## src/rtl/router_term_src.sv

```systemverilog
// rtl/router_term_src.sv - terminal-side packet source: packet assembly, FWFT FIFO, status flags
// Optional feature macro: ROUTER_SRC_SELF_DST_CHK_EN (reject packets addressed to this terminal)
module router_term_src #(
  parameter int ROWS    = 4,
  parameter int COLUMS  = 4,
  parameter int PCK_SZ  = 40,
  parameter int N_TERMS = 2*ROWS+2*COLUMS,
  parameter int TERM_ID = 0,
  parameter int DEPTH   = 8,
  parameter int TIMEOUT = 128
) (
  input  logic                       clk,
  input  logic                       reset,
  input  logic                       wr_en,
  input  logic [5:0]                 wr_dst,
  input  logic [PCK_SZ-21:0]         wr_payload,
  output logic                       wr_ack,
  output logic [PCK_SZ-1:0]          data_out_i_in,
  output logic                       pndng_i_in,
  input  logic                       popin,
  output logic [$clog2(DEPTH):0]     count,
  output logic                       full,
  input  logic                       clr_err,
  output logic                       err_ovf,
  output logic                       err_dst,
  output logic                       err_pop,
  output logic                       stall
);

  localparam int AW = $clog2(DEPTH);
  localparam int CW = AW + 1;
  localparam int WW = $clog2(TIMEOUT + 1);
  localparam logic [6:0] NT = 7'(N_TERMS);

  logic [PCK_SZ-1:0] mem [DEPTH];
  logic [AW-1:0]     wr_ptr;
  logic [AW-1:0]     rd_ptr;
  logic [7:0]        seq;
  logic [WW-1:0]     wait_cnt;
  logic              dst_ok;
  logic              push;
  logic              pop;
  logic              ovf_set;
  logic              dst_set;
  logic              pop_set;
  logic              stall_set;
  logic              wait_inc;
  logic [PCK_SZ-1:0] pkt;

  // Destination validity, optionally excluding self-addressed packets
  always_comb begin
    dst_ok = ({1'b0, wr_dst} < NT);
`ifdef ROUTER_SRC_SELF_DST_CHK_EN
    if (wr_dst == 6'(TERM_ID)) dst_ok = 1'b0;
`else
    dst_ok = dst_ok & 1'b1;
`endif
  end

  // Handshake decode and flag-set conditions; full is the registered occupancy view
  always_comb begin
    full       = (count == CW'(DEPTH));
    pndng_i_in = (count != '0);
    push       = wr_en & ~full & dst_ok;
    wr_ack     = push;
    pop        = popin & pndng_i_in;
    ovf_set    = wr_en & full;
    dst_set    = wr_en & ~full & ~dst_ok;
    pop_set    = popin & ~pndng_i_in;
    wait_inc   = pndng_i_in & ~popin;
    stall_set  = wait_inc & (wait_cnt >= WW'(TIMEOUT - 1));
    pkt        = {wr_dst, 6'(TERM_ID), seq, wr_payload};
    data_out_i_in = pndng_i_in ? mem[rd_ptr] : '0;
  end

  // Packet storage; contents past the head are don't-care, so no reset is needed
  always_ff @(posedge clk) begin
    if (push) mem[wr_ptr] <= pkt;
  end

  // Pointers, occupancy and sequence number
  always_ff @(posedge clk or posedge reset) begin
    if (reset) begin
      wr_ptr <= '0;
      rd_ptr <= '0;
      count  <= '0;
      seq    <= '0;
    end else begin
      if (push) begin
        wr_ptr <= wr_ptr + AW'(1);
        seq    <= seq + 8'd1;
      end
      if (pop) rd_ptr <= rd_ptr + AW'(1);
      if (push && !pop)      count <= count + CW'(1);
      else if (pop && !push) count <= count - CW'(1);
    end
  end

  // Head wait counter: counts unserved pending cycles, saturating at the stall threshold
  always_ff @(posedge clk or posedge reset) begin
    if (reset) begin
      wait_cnt <= '0;
    end else if (!wait_inc) begin
      wait_cnt <= '0;
    end else if (wait_cnt < WW'(TIMEOUT)) begin
      wait_cnt <= wait_cnt + WW'(1);
    end
  end

  // Sticky status flags; a set condition overrides a same-cycle clear
  always_ff @(posedge clk or posedge reset) begin
    if (reset) begin
      err_ovf <= 1'b0;
      err_dst <= 1'b0;
      err_pop <= 1'b0;
      stall   <= 1'b0;
    end else begin
      err_ovf <= ovf_set   | (err_ovf & ~clr_err);
      err_dst <= dst_set   | (err_dst & ~clr_err);
      err_pop <= pop_set   | (err_pop & ~clr_err);
      stall   <= stall_set | (stall & ~clr_err);
    end
  end

endmodule

```

## config.mk

```make
export PLATFORM = sky130hd
export DESIGN_NAME = router_term_src
export DESIGN_NICKNAME = d
export VERILOG_FILES = /design/src/rtl/router_term_src.sv
export SDC_FILE = /design/constraint.sdc
export NUM_CORES = 1
export LEC_CHECK = 0
export CAP_MARGIN = 20
export CORE_MARGIN = 2
export CORE_UTILIZATION = 58
export CTS_BUF_LIST = sky130_fd_sc_hd__clkbuf_4 sky130_fd_sc_hd__clkbuf_8 sky130_fd_sc_hd__clkbuf_16
export CTS_CLUSTER_DIAMETER = 30
export DETAILED_ROUTE_END_ITERATION = 8
export PLACE_DENSITY = 0.79
export SLEW_MARGIN = 40
export SYNTH_ARGS = -nofsm -noshare
export SYNTH_HDL_FRONTEND = slang
export SYNTH_SLANG_ARGS = --single-unit
```

## constraint.sdc

```tcl
create_clock -name clk -period 6.4 [get_ports clk]
set_input_delay 1.28 -clock clk [delete_from_list [all_inputs] [get_ports clk]]
set_output_delay 1.28 -clock clk [all_outputs]
set_load 0.02 [all_outputs]
```

# After elaboration in Yosys (flattened, before gate mapping)

Memories as Yosys holds them, arrays and structs flattened.
Cells that the tools add are included.

Flip-flop bits (word level): 30
RAM bits: 272
Input port bits: 31
Output and inout bits: 51
Word-level logic and storage cells: 55
Memories kept: 1

Memory list:

| name | depth | bits a word | read ports | clocked after Yosys merged registers in | wr ports | line | RTL |
|---|---|---|---|---|---|---|---|
| mem  | 8     | 34          | 1          | 0                                       | 1        | 35   | `logic [PCK_SZ-1:0] mem [DEPTH];` |

Add/subtract/negate cells: 6
Order comparisons: 3
Equal/unequal tests: 2
Mux-type cells: 7
Bitwise operators: 21
Reduce and logical (&&, ||, !) cells: 6

Operator list:

| kind                                                                                 | number |
|---|---|
| 40-bit two-way mux                                                                   | 1 |
| 8-bit by 1-bit adder with 8-bit output (second input constant)                       | 2 |
| 8-bit two-way mux                                                                    | 2 |
| 1-bit AND                                                                            | 12 |
| 8-bit by 7-bit greater-or-equal comparator with 1-bit output (second input constant) | 1 |
| 8-bit less-than comparator (second input constant)                                   | 1 |
| 4-bit two-way mux                                                                    | 2 |
| 3-bit by 1-bit adder with 3-bit output (second input constant)                       | 2 |
| 6-bit by 5-bit less-than comparator with 1-bit output (second input constant)        | 1 |
| 1-bit inverter                                                                       | 5 |
| 4-bit by 1-bit adder with 4-bit output (second input constant)                       | 1 |
| 4-bit == test (second input constant)                                                | 1 |
| 1-bit OR                                                                             | 4 |
| 4-bit nonzero test                                                                   | 1 |
| 4-bit by 1-bit subtractor with 4-bit output (second input constant)                  | 1 |
| 1-bit logical AND                                                                    | 2 |
| 1-bit zero test                                                                      | 2 |
| 1-bit two-way mux                                                                    | 2 |
| 2-bit by 1-bit != test with 1-bit output (second input constant)                     | 1 |
| 2-bit nonzero test                                                                   | 1 |

# Logic depth before layout (Yosys ltp)

Gate-level depths: netlist (run 1).

Depth in word-level cells: 8
Mapped depth: 10
Mapped depth without buffers: 10

# Worst setup path before layout (run 1)

No wires, ideal clock.

Path kind: input -> register
From: input wr_dst[5]
To: memory mem[2][0] (netlist name) (enable)
Setup time: 522 ps
Arrival: 5238 ps
Data required time: 5878 ps
Path slack: 640 ps
Stages on the path: 4
Buffers on the path: 1
Path through: nor2_1 nand3_2 buf_6 nor4b_1

Word-level cells in the longest chain between the ends: 4

Ends and longest elaborated chain:

| what                                                  | line | RTL |
|---|---|---|
| start: declaration                                    | 15   | `input logic [5:0] wr_dst,` |
| 6-bit by 5-bit less-than comparator with 1-bit output | 52   | `dst_ok = ({1'b0, wr_dst} < NT);` |
| 1-bit AND                                             | 64   | `push = wr_en & ~full & dst_ok;` |
| 1-bit two-way mux                                     | 78   | `if (push) mem[wr_ptr] <= pkt;` |
| 1-bit two-way mux (not written as such)               | 78   |  |
| end: declaration                                      | 35   |  |

No other way between the ends.

# Final worst setup path (run 1)

From: input wr_dst[5]
To: output wr_ack

Word-level cells in the longest chain between the ends: 2

Ends and longest elaborated chain:

| what                                                  | line | RTL |
|---|---|---|
| 6-bit by 5-bit less-than comparator with 1-bit output | 52   |  |
| 1-bit AND                                             | 64   |  |
| end: declaration                                      | 17   | `output logic wr_ack,` |

No other way between the ends.

==> flow_metrics.py, run 1 <==
metrics = {
    "placement": {
        "place.gp.congestion": 0.750,
        "hpwl_um": 12300,
        "numPortBuffers": 75,
    },
    "power": {
        "swShare_pct": 29.8,
        "cellPowerDensity_nw_per_um2": 482,
        "p_seq_share_pct": 37.1,
        "switching_power_w": 0.00206,
        "leakage_nw": 4.89,
        "finalPower_w": 0.00691,
        "internal_power_w": 0.00485,
        "ir_drop_v": 0.000286,
        "p_comb_share_pct": 27.5,
        "clockPowerShare_pct": 35.4,
    },
    "floorplan": {
        "rows": 51,
        "start_util_pct": 59.6,
        "dieHeight_um": 146,
        "fp.coreArea_um2": 19600,
        "die-area_um2": 21300,
        "die_width_um": 146,
        "io_pins": 82,
    },
    "grt": {
        "grt.total_usage_pct": 23.0,
        "grt_pass1_wl_um": 36800,
        "antenna_found_initial": 0,
        "overflow": 0,
        "grt_pass1_vias": 6388,
        "grt_max_degree": 45,
    },
    "detailed_routing": {
        "vias": 5848,
        "ant_nets": 0,
        "totalWireLength_um": 23800,
        "drc": 0,
        "wl_per_cell_um": 24.9,
        "drt-pass1-iter-count": 5,
        "viasPerCell": 6.12,
        "drt_iter0_markers": 532,
    },
    "logic_synthesis": {
        "yosys_register_bits": 302,
        "synth_cell_types": 39,
        "yosysMostFrequentCell": "edfxtp_1",
        "synth_fa_ha_area_share_pct": 0.922,
        "syn_inst": 546,
        "synth-compound-area-share_pct": 3.04,
        "synth_top_family_by_area": "multiplexers",
        "syn-mean-instance-area_um2": 21.4,
        "yosysWarnings": 0,
        "ys_async_sr_fraction_pct": 9.93,
        "synth_largest_area_cell": "edfxtp_1",
        "ys_seq_area_share_pct": 76.4,
        "synth-simple-area-share_pct": 2.67,
        "synth_xor_area_share_pct": 1.50,
        "ys.flop_type": "edfxtp_1",
        "syn_area_um2": 11700,
        "synthTopCellsByCount": "272 x edfxtp_1, 68 x mux4_2, 34 x a22o_1, 30 x dfrtp_1, 19 x nand2_1",
        "synth_top_area_share_pct": 70.0,
        "synth_mux_area_share_pct": 13.4,
        "ys_top_cells_by_area": "edfxtp_1 70%, mux4_2 13%, dfrtp_1 6.4%",
        "synth_edf_count": 272,
    },
    "clock_network": {
        "cts-resized-gates": 0,
        "cts_sinks": 302,
        "insertion_delay_ns": 0.53,
        "clk_path_buf_depth": 3,
        "cts_tree": "built",
        "post_cts_buffers": 0,
        "cts-buffers-inserted": 44,
        "clockRootBuffer": "clkbuf_16",
        "cts_hold_buf": 0,
        "cts_max_level": 2,
        "path_clk_slew_ns": 0.05,
    },
    "sta": {
        "period_needed_ns": 4.67,
        "period_share_pct": 73.0,
        "whs_ns": 0.530,
        "finalHoldViolCount": 0,
        "maxSlewViolCount": 0,
        "skew_ns": 0.0166,
        "rsz0062_at_grt": "no",
        "fmax_ghz": 0.214,
        "worstMarginPinSlew_ns": 0.704,
        "setup_viol": 0,
        "finalSetupTns_ns": 0,
        "timing.slew.headroom_pct": 53.1,
    },
    "critical_path": {
        "crit_chain": "clkdlybuf4s50_1 -> nor2_1 -> nand3_2 -> inv_2 -> clkdlybuf4s50_1",
        "slowest_stage": "clkdlybuf4s50_1",
        "critPathMaxStageDelay_ns": 0.65,
        "cp-end-kind": "output pin",
        "cp.buffers_inverters": 3,
        "critical-path-top-delay-family": "buffers and inverters",
        "cp_common_cell": "clkdlybuf4s50_1",
        "arrival_ns": 3.39,
        "required_ns": 5.12,
        "path_max_fanout": 11,
        "critPathLaunchType": "input pin",
        "setup.worst_path.class": "input pin to output pin",
    },
    "layout": {
        "n_antenna_cell": 0,
        "synthToLayoutAreaGrowth_pct": 22.9,
        "drive_above_1_share_pct": 25.6,
        "final_util_pct": 73.2,
        "nets": 696,
    },
    "flow_run": {
        "maxCapViolCount": 0,
    },
    "hold_path": {
        "hp-class": "flop to flop",
    },
    "outcome": {
        "status": "complete, no violations",
    },
}
==> layout by cell type (no fill, tap or decap), types with 3 or more instances in the layout <==
master             n
dfrtp_1           28
clkinvlp_4         4
edfxtp_1         272
clkinv_4           4
buf_4             13
a22o_1            34
clkinv_1           5
nand2_1           19
inv_6              6
clkbuf_16         45
nor3_2             3
xor2_1             8
nor2_1            11
nand4_1            5
conb_1             6
clkdlybuf4s50_1   75
ha_1               7
nand3_1            4
clkinv_2           5
o21ai_0            3
bufinv_16          6
inv_1              7
inv_8              3
mux4_2            68
xnor2_1           12
==> path summary, 6_finish.rpt <==
kind,from,to,slack [ns],cells past startpoint
setup / recovery,wr_dst[5],wr_ack,1.73,5
hold / removal,err_pop,err_pop,0.53,2
setup reg to reg,count[0],mem[1][11],3.40,6
hold reg to reg,err_pop,err_pop,0.53,2
max in group asynchronous,reset,rd_ptr[1],4.96,3
min in group asynchronous,reset,err_dst,1.13,3
==> power groups by stage <==
stage          Sequential (W)  Combinational (W)  Clock, W
4_1_cts               0.00257            0.00192   0.00247
3_5_place_dp          0.00260            0.00189         0
6_report              0.00257            0.00190   0.00245
3_3_place_gp          0.00258            0.00183         0
5_1_grt               0.00260            0.00200   0.00256
2_1_floorplan         0.00245            0.00131         0
==> final cells by class <==
type,count,area [µm²]
Timing Repair Buffer,92,926
Sequential cell,302,8930
Fill cell,1066,5240
Clock inverter,34,392
Tap cell,265,332
Multi-Input combinational cell,208,2600
Clock buffer,46,1130
Inverter,9,33.8
==> flip-flops by register name, indices dropped and copies added, names as in the netlist <==
name,flops
mem,272
seq,8
wait_cnt,8
count,4
rd_ptr,3
wr_ptr,3
err_dst,1
err_ovf,1
err_pop,1
stall,1
==> through the flow <==
step | worst slack, ns | area, µm² | cells
final | 1.73 | 14300 | 956
after global routing | 1.53 | 14300 | 956
after CTS | 1.70 | 14300 | 956
after detailed placement | 1.70 | 12800 | 876
after global placement | 1.76 | 12700 | 873
after floorplan | 0.640 | 11700 | 551
==> worst reg2reg max path: stages (launching register included) <==
cell and delay, ns:
dfrtp_1 0.51, or4b_1 0.25, nand3_2 0.28, inv_2 0.27
nand2_1 0.23, nor3_2 0.55, buf_4 0.54
==> per-layer routing <==
metal,GRT usage [%],part of all wire [%]
met2,38.8,51
met1,29.9,39
met4,8.24,3.0
met3,5.17,6.9
met5,0,0
==> kinds of logic (layout without fill, tap and decap cells) <==
kind of cell | Yosys count | after routing
other | 1 | 6
AOI/OAI and AO/OA | 44 | 44
DFF | 302 | 302
muxes | 71 | 71
buffers and inverters | 41 | 181
xor gates and xnor gates | 20 | 20
and+or+nand+nor | 59 | 59
adders and majority gates | 8 | 8
No activity file was read; power rests on OpenSTA's default activity.
==> run 2, diff against run 1 <==
--- a/config.mk
+++ b/config.mk
@@ -7,11 +7,11 @@
 export LEC_CHECK = 0
 export CAP_MARGIN = 20
 export CORE_MARGIN = 2
-export CORE_UTILIZATION = 58
+export CORE_UTILIZATION = 53
 export CTS_BUF_LIST = sky130_fd_sc_hd__clkbuf_4 sky130_fd_sc_hd__clkbuf_8 sky130_fd_sc_hd__clkbuf_16
 export CTS_CLUSTER_DIAMETER = 30
 export DETAILED_ROUTE_END_ITERATION = 8
-export PLACE_DENSITY = 0.79
+export PLACE_DENSITY = 0.76
 export SLEW_MARGIN = 40
 export SYNTH_ARGS = -nofsm -noshare
 export SYNTH_HDL_FRONTEND = slang
==> constraint.sdc (replaced) <==
create_clock -name clk -period 3.92 [get_ports clk]
set_input_delay 0.784 -clock clk [delete_from_list [all_inputs] [get_ports clk]]
set_output_delay 0.784 -clock clk [all_outputs]
set_load 0.02 [all_outputs]
==> flow_metrics.py, run 2 (synthesis results as in run 1) <==
metrics = {
    "clock_network": {
        "cts-buffers-inserted": 47,
        "cts_max_level": 2,
        "clk_path_buf_depth": 3,
        "post_cts_buffers": 0,
        "insertion_delay_ns": 0.54,
        "cts_tree": "built",
        "path_clk_slew_ns": 0.05,
        "cts-resized-gates": 0,
        "cts_sinks": 302,
        "clockRootBuffer": "clkbuf_16",
        "cts_hold_buf": 0,
    },
    "sta": {
        "maxSlewViolCount": 0,
        "rsz0062_at_grt": "no",
        "skew_ns": 0.0238,
        "period_needed_ns": 3.70,
        "fin_ws_ns": 0.219,
        "period_share_pct": 94.4,
        "setup_viol": 0,
        "timing.slew.headroom_pct": 62.9,
        "finalSetupTns_ns": 0,
        "worstMarginPinSlew_ns": 0.557,
        "finalHoldViolCount": 0,
        "fmax_ghz": 0.270,
    },
    "critical_path": {
        "arrival_ns": 2.92,
        "crit_chain": "buf_12 -> mux4_2 -> a22o_1 -> clkdlybuf4s50_1",
        "critPathLaunchType": "flop",
        "cp.buffers_inverters": 2,
        "slowest_stage": "dfrtp_4",
        "setup.worst_path.class": "flop to output pin",
        "critPathMaxStageDelay_ns": 0.74,
        "crit_start": "rd_ptr[0]",
        "reg2reg_from": "count[0]",
        "required_ns": 3.14,
        "path_max_fanout": 23,
        "critical-path-top-delay-family": "buffers and inverters",
        "cp-end-kind": "output pin",
    },
    "detailed_routing": {
        "totalWireLength_um": 23700,
        "drt-pass1-iter-count": 5,
        "ant_nets": 0,
        "viasPerCell": 5.92,
        "wl_per_cell_um": 24.2,
        "vias": 5817,
        "drc": 0,
        "drt_iter0_markers": 486,
    },
    "grt": {
        "grt_max_degree": 67,
        "overflow": 0,
        "antenna_found_initial": 0,
        "grt_pass1_vias": 6134,
        "grt.total_usage_pct": 20.5,
        "grt_pass1_wl_um": 35900,
    },
    "floorplan": {
        "fp.coreArea_um2": 21700,
        "dieHeight_um": 152,
        "start_util_pct": 53.8,
        "io_pins": 82,
        "die-area_um2": 23200,
        "die_width_um": 152,
        "rows": 54,
    },
    "hold_path": {
        "hp-class": "flop to flop",
        "min_from": "err_ovf",
    },
    "power": {
        "leakage_nw": 5.00,
        "ir_drop_v": 0.000467,
        "cellPowerDensity_nw_per_um2": 790,
    },
    "outcome": {
        "status": "complete, no violations",
    },
    "placement": {
        "hpwl_um": 12400,
        "numPortBuffers": 75,
        "place_worst_setup_slack_ns": 0.494,
        "place.gp.congestion": 0.749,
    },
    "layout": {
        "final_common_cell": "edfxtp_1",
        "regMostFlops": "mem",
        "top_regs": "mem: 272 flops, seq: 8 flops, wait_cnt: 8 flops",
        "n_antenna_cell": 0,
        "nets": 702,
        "largest_reg_flops": 272,
        "mostFrequentLayoutCells": "272 x edfxtp_1, 75 x clkdlybuf4s50_1, 68 x mux4_2",
        "synthToLayoutAreaGrowth_pct": 25.4,
        "drive_above_1_share_pct": 27.5,
    },
    "flow_run": {
        "maxCapViolCount": 0,
    },
}
-- run 2: changes by cell type in the layout (fill, tap and decap cells not counted), moves of 4 or more --
| cell | before | now |
|---|---|---|
| inv_6 | 6 | 2 |
| clkinvlp_4 | 4 | 9 |
| buf_4 | 13 | 7 |
| buf_12 | 1 | 11 |
| clkbuf_16 | 45 | 49 |
-- run 2: worst register-to-register path, stage by stage (launching register included) --
cell and delay [ns]:
dfrtp_1 0.48, or4b_1 0.64, nand3_2 0.13, inv_2 0.10
ha_1 0.21, inv_1 0.15, ha_1 0.31, a21oi_1 0.17
and3_1 0.17, o21bai_1 0.07, xnor2_1 0.12
-- run 2: path summary, 6_finish.rpt --
kind / end / slack (ns) / depth (start not counted)
hold / removal: err_ovf / 0.55 / 2
setup reg to reg: count[3] / 1.26 / 10
max in group asynchronous: seq[4] / 2.80 / 3
setup / recovery: data_out_i_in[34] / 0.22 / 4
min in group asynchronous: err_pop / 0.60 / 2
hold reg to reg: err_ovf / 0.55 / 2
-- run 2: layout make-up --
class | count | area (µm²)
inverters | 9 | 33.8
well taps | 280 | 350
clock inverters | 34 | 364
multi-input cells | 208 | 2640
flip-flops and latches | 302 | 8920
repair buffers | 95 | 1050
clock buffers | 54 | 1280
fillers | 1305 | 7050
-- run 2: metal layers --
metal  global-route usage, %  vias to the layer above  share of wire [%]
met1                    27.0                     3048                 39
met3                    4.41                       33                7.1
met5                       0                        -                  0
met4                    6.79                        0                1.9
met2                    34.6                      250                 52
li1                        -                     2486                  -
-- run 2: stage by stage --
stage          cell area, µm²  hold WS [ns]  total power [W]  std cells  util (%)
2_1_floorplan           11700         0.459          0.00615        551         -
3_5_place_dp            13000         0.540          0.00745        894      59.9
6_report                14600         0.551           0.0116        982      67.5
5_1_grt                 14600         0.588           0.0120        982      67.5
4_1_cts                 14600         0.546           0.0117        982      67.5
3_3_place_gp            13000         0.520          0.00731        892      59.8
-- run 2: power by group --
part / internal (W) / switching (W)
Sequential: 0.00377 / 0.000318
Combinational: 0.00170 / 0.00160
Clock: 0.00269 / 0.00148
==> run 3, diff against run 2 <==
--- a/config.mk
+++ b/config.mk
@@ -7,12 +7,12 @@
 export LEC_CHECK = 0
 export CAP_MARGIN = 20
 export CORE_MARGIN = 2
-export CORE_UTILIZATION = 53
+export CORE_UTILIZATION = 51
 export CTS_BUF_LIST = sky130_fd_sc_hd__clkbuf_4 sky130_fd_sc_hd__clkbuf_8 sky130_fd_sc_hd__clkbuf_16
 export CTS_CLUSTER_DIAMETER = 30
 export DETAILED_ROUTE_END_ITERATION = 8
-export PLACE_DENSITY = 0.76
-export SLEW_MARGIN = 40
+export PLACE_DENSITY = 0.81
+export SLEW_MARGIN = 20
 export SYNTH_ARGS = -nofsm -noshare
 export SYNTH_HDL_FRONTEND = slang
 export SYNTH_SLANG_ARGS = --single-unit
==> flow_metrics.py, run 3 (synthesis results as in run 1) <==
metrics = {
    "floorplan": {
        "die_width_um": 155,
        "dieHeight_um": 155,
        "start_util_pct": 51.7,
        "rows": 55,
        "io_pins": 82,
        "die-area_um2": 24100,
        "fp.coreArea_um2": 22600,
    },
    "sta": {
        "skew_ns": 0.0306,
        "setup_viol": 0,
        "maxSlewViolCount": 0,
        "rsz0062_at_grt": "no",
        "fmax_ghz": 0.267,
        "period_share_pct": 95.5,
        "finalSetupTns_ns": 0,
        "whs_ns": 0.538,
        "period_needed_ns": 3.74,
        "finalHoldViolCount": 0,
        "timing.slew.headroom_pct": 40.8,
        "worstMarginPinSlew_ns": 0.888,
    },
    "critical_path": {
        "critPathMaxStageDelay_ns": 0.65,
        "r2r_slack_ns": 1.26,
        "cp.buffers_inverters": 2,
        "path_max_fanout": 17,
        "slowest_stage": "dfrtp_4",
        "cp-end-kind": "output pin",
        "crit_start": "rd_ptr[0]",
        "reg2reg_from": "count[0]",
        "r2r_end": "count[3]",
        "cp.depth": 4,
        "required_ns": 3.14,
        "critical-path-top-delay-family": "buffers and inverters",
        "setup.worst_path.class": "flop to output pin",
        "critPathLaunchType": "flop",
        "crit_chain": "buf_4 -> mux4_2 -> a22o_1 -> clkdlybuf4s50_1",
        "reg2reg_depth": 10,
        "arrival_ns": 2.96,
    },
    "grt": {
        "grt.total_usage_pct": 20.9,
        "overflow": 0,
        "grt_pass1_vias": 6401,
        "antenna_found_initial": 1,
        "grt_pass1_wl_um": 37500,
        "grt_max_degree": 35,
    },
    "detailed_routing": {
        "ant_nets": 0,
        "viasPerCell": 5.85,
        "vias": 5812,
        "drt-pass1-iter-count": 4,
        "drt_iter0_markers": 438,
        "wl_per_cell_um": 24.5,
        "totalWireLength_um": 24300,
        "drc": 0,
    },
    "layout": {
        "regMostFlops": "mem",
        "final_cell_area_um2": 14600,
        "mostFrequentLayoutCells": "272 x edfxtp_1, 75 x clkdlybuf4s50_1, 68 x mux4_2",
        "drive_above_1_share_pct": 27.3,
        "top_regs": "mem: 272 flops, seq: 8 flops, wait_cnt: 8 flops",
        "n_antenna_cell": 0,
        "fillers": 1426,
        "nets": 705,
        "largest_reg_flops": 272,
        "synthToLayoutAreaGrowth_pct": 25.2,
        "final_common_cell": "edfxtp_1",
        "layout.cells.non_filler": 993,
    },
    "placement": {
        "postPlaceCellArea_um2": 12900,
        "hpwl_um": 12600,
        "place.gp.congestion": 0.730,
        "dp_cells": 898,
        "numPortBuffers": 75,
    },
    "clock_network": {
        "cts_max_level": 2,
        "post_cts_buffers": 0,
        "cts_sinks": 302,
        "clockRootBuffer": "clkbuf_16",
        "cts-buffers-inserted": 51,
        "cts_hold_buf": 0,
        "cts_tree": "built",
        "cts-resized-gates": 0,
        "path_clk_slew_ns": 0.05,
        "clk_path_buf_depth": 3,
        "insertion_delay_ns": 0.55,
    },
    "power": {
        "cellPowerDensity_nw_per_um2": 793,
        "finalPower_w": 0.0116,
        "ir_drop_v": 0.000432,
        "leakage_nw": 5.00,
    },
    "flow_run": {
        "maxCapViolCount": 0,
    },
    "outcome": {
        "status": "complete, no violations",
    },
    "hold_path": {
        "hold_depth": 2,
        "min_from": "err_pop",
        "hold_path_end": "err_pop",
        "hp-class": "flop to flop",
    },
}
## run 3: worst max path at each step
| stage | to | slack (ns) |
|---|---|---|
| floorplan | mem[2][0] | 0.34 |
| global placement | wr_ack | 0.51 |
| detailed placement | wr_ack | 0.46 |
| CTS | data_out_i_in[24] | 0.09 |
| global route | data_out_i_in[3] | 0.02 |
| finish | data_out_i_in[3] | 0.18 |
## run 3: worst register-to-register path: cells and delay by family (launching register included)
kind,cells,cell delay (ns)
flops,1,0.47
fa+ha+maj,2,0.52
simple gates,3,0.94
xor+xnor,1,0.13
buf+inv,2,0.25
compound gates,2,0.24
## run 3: stage by stage
| step | worst slack [ns] | utilization [%] |
|---|---|---|
| final | 0.175 | 64.7 |
| after global routing | 0.0156 | 64.7 |
| after CTS | 0.0904 | 64.7 |
| after detailed placement | 0.455 | 57.2 |
| after global placement | 0.513 | 57.2 |
| after floorplan | 0.340 | - |
## run 3: routing by layer
layer / vias up / wire length [µm] / share of wire [%] / track usage [%]
met5: - / 7 / 0.029 / 0
met4: 2 / 489 / 2.0 / 7.34
met3: 40 / 1550 / 6.4 / 4.46
met2: 232 / 12600 / 52 / 35.4
met1: 3042 / 9680 / 40 / 27.2
li1: 2496 / - / - / -
## run 3: power breakdown
part / internal, W / switching, W
registers: 0.00377 / 0.000365
clock network: 0.00274 / 0.00152
logic: 0.00165 / 0.00154
total: 0.00816 / 0.00343
## run 3: cell type report
type                    instances  area [µm²]  share of cell area [%]
clock buffers                  57        1340                    9.16
clock inverters                38         350                    2.40
inverters                       9        33.8                   0.231
multi-input cells             208        2640                    18.1
flip-flops and latches        302        8920                    61.1
well taps                     285         357                    2.44
repair buffers                 94         968                    6.63
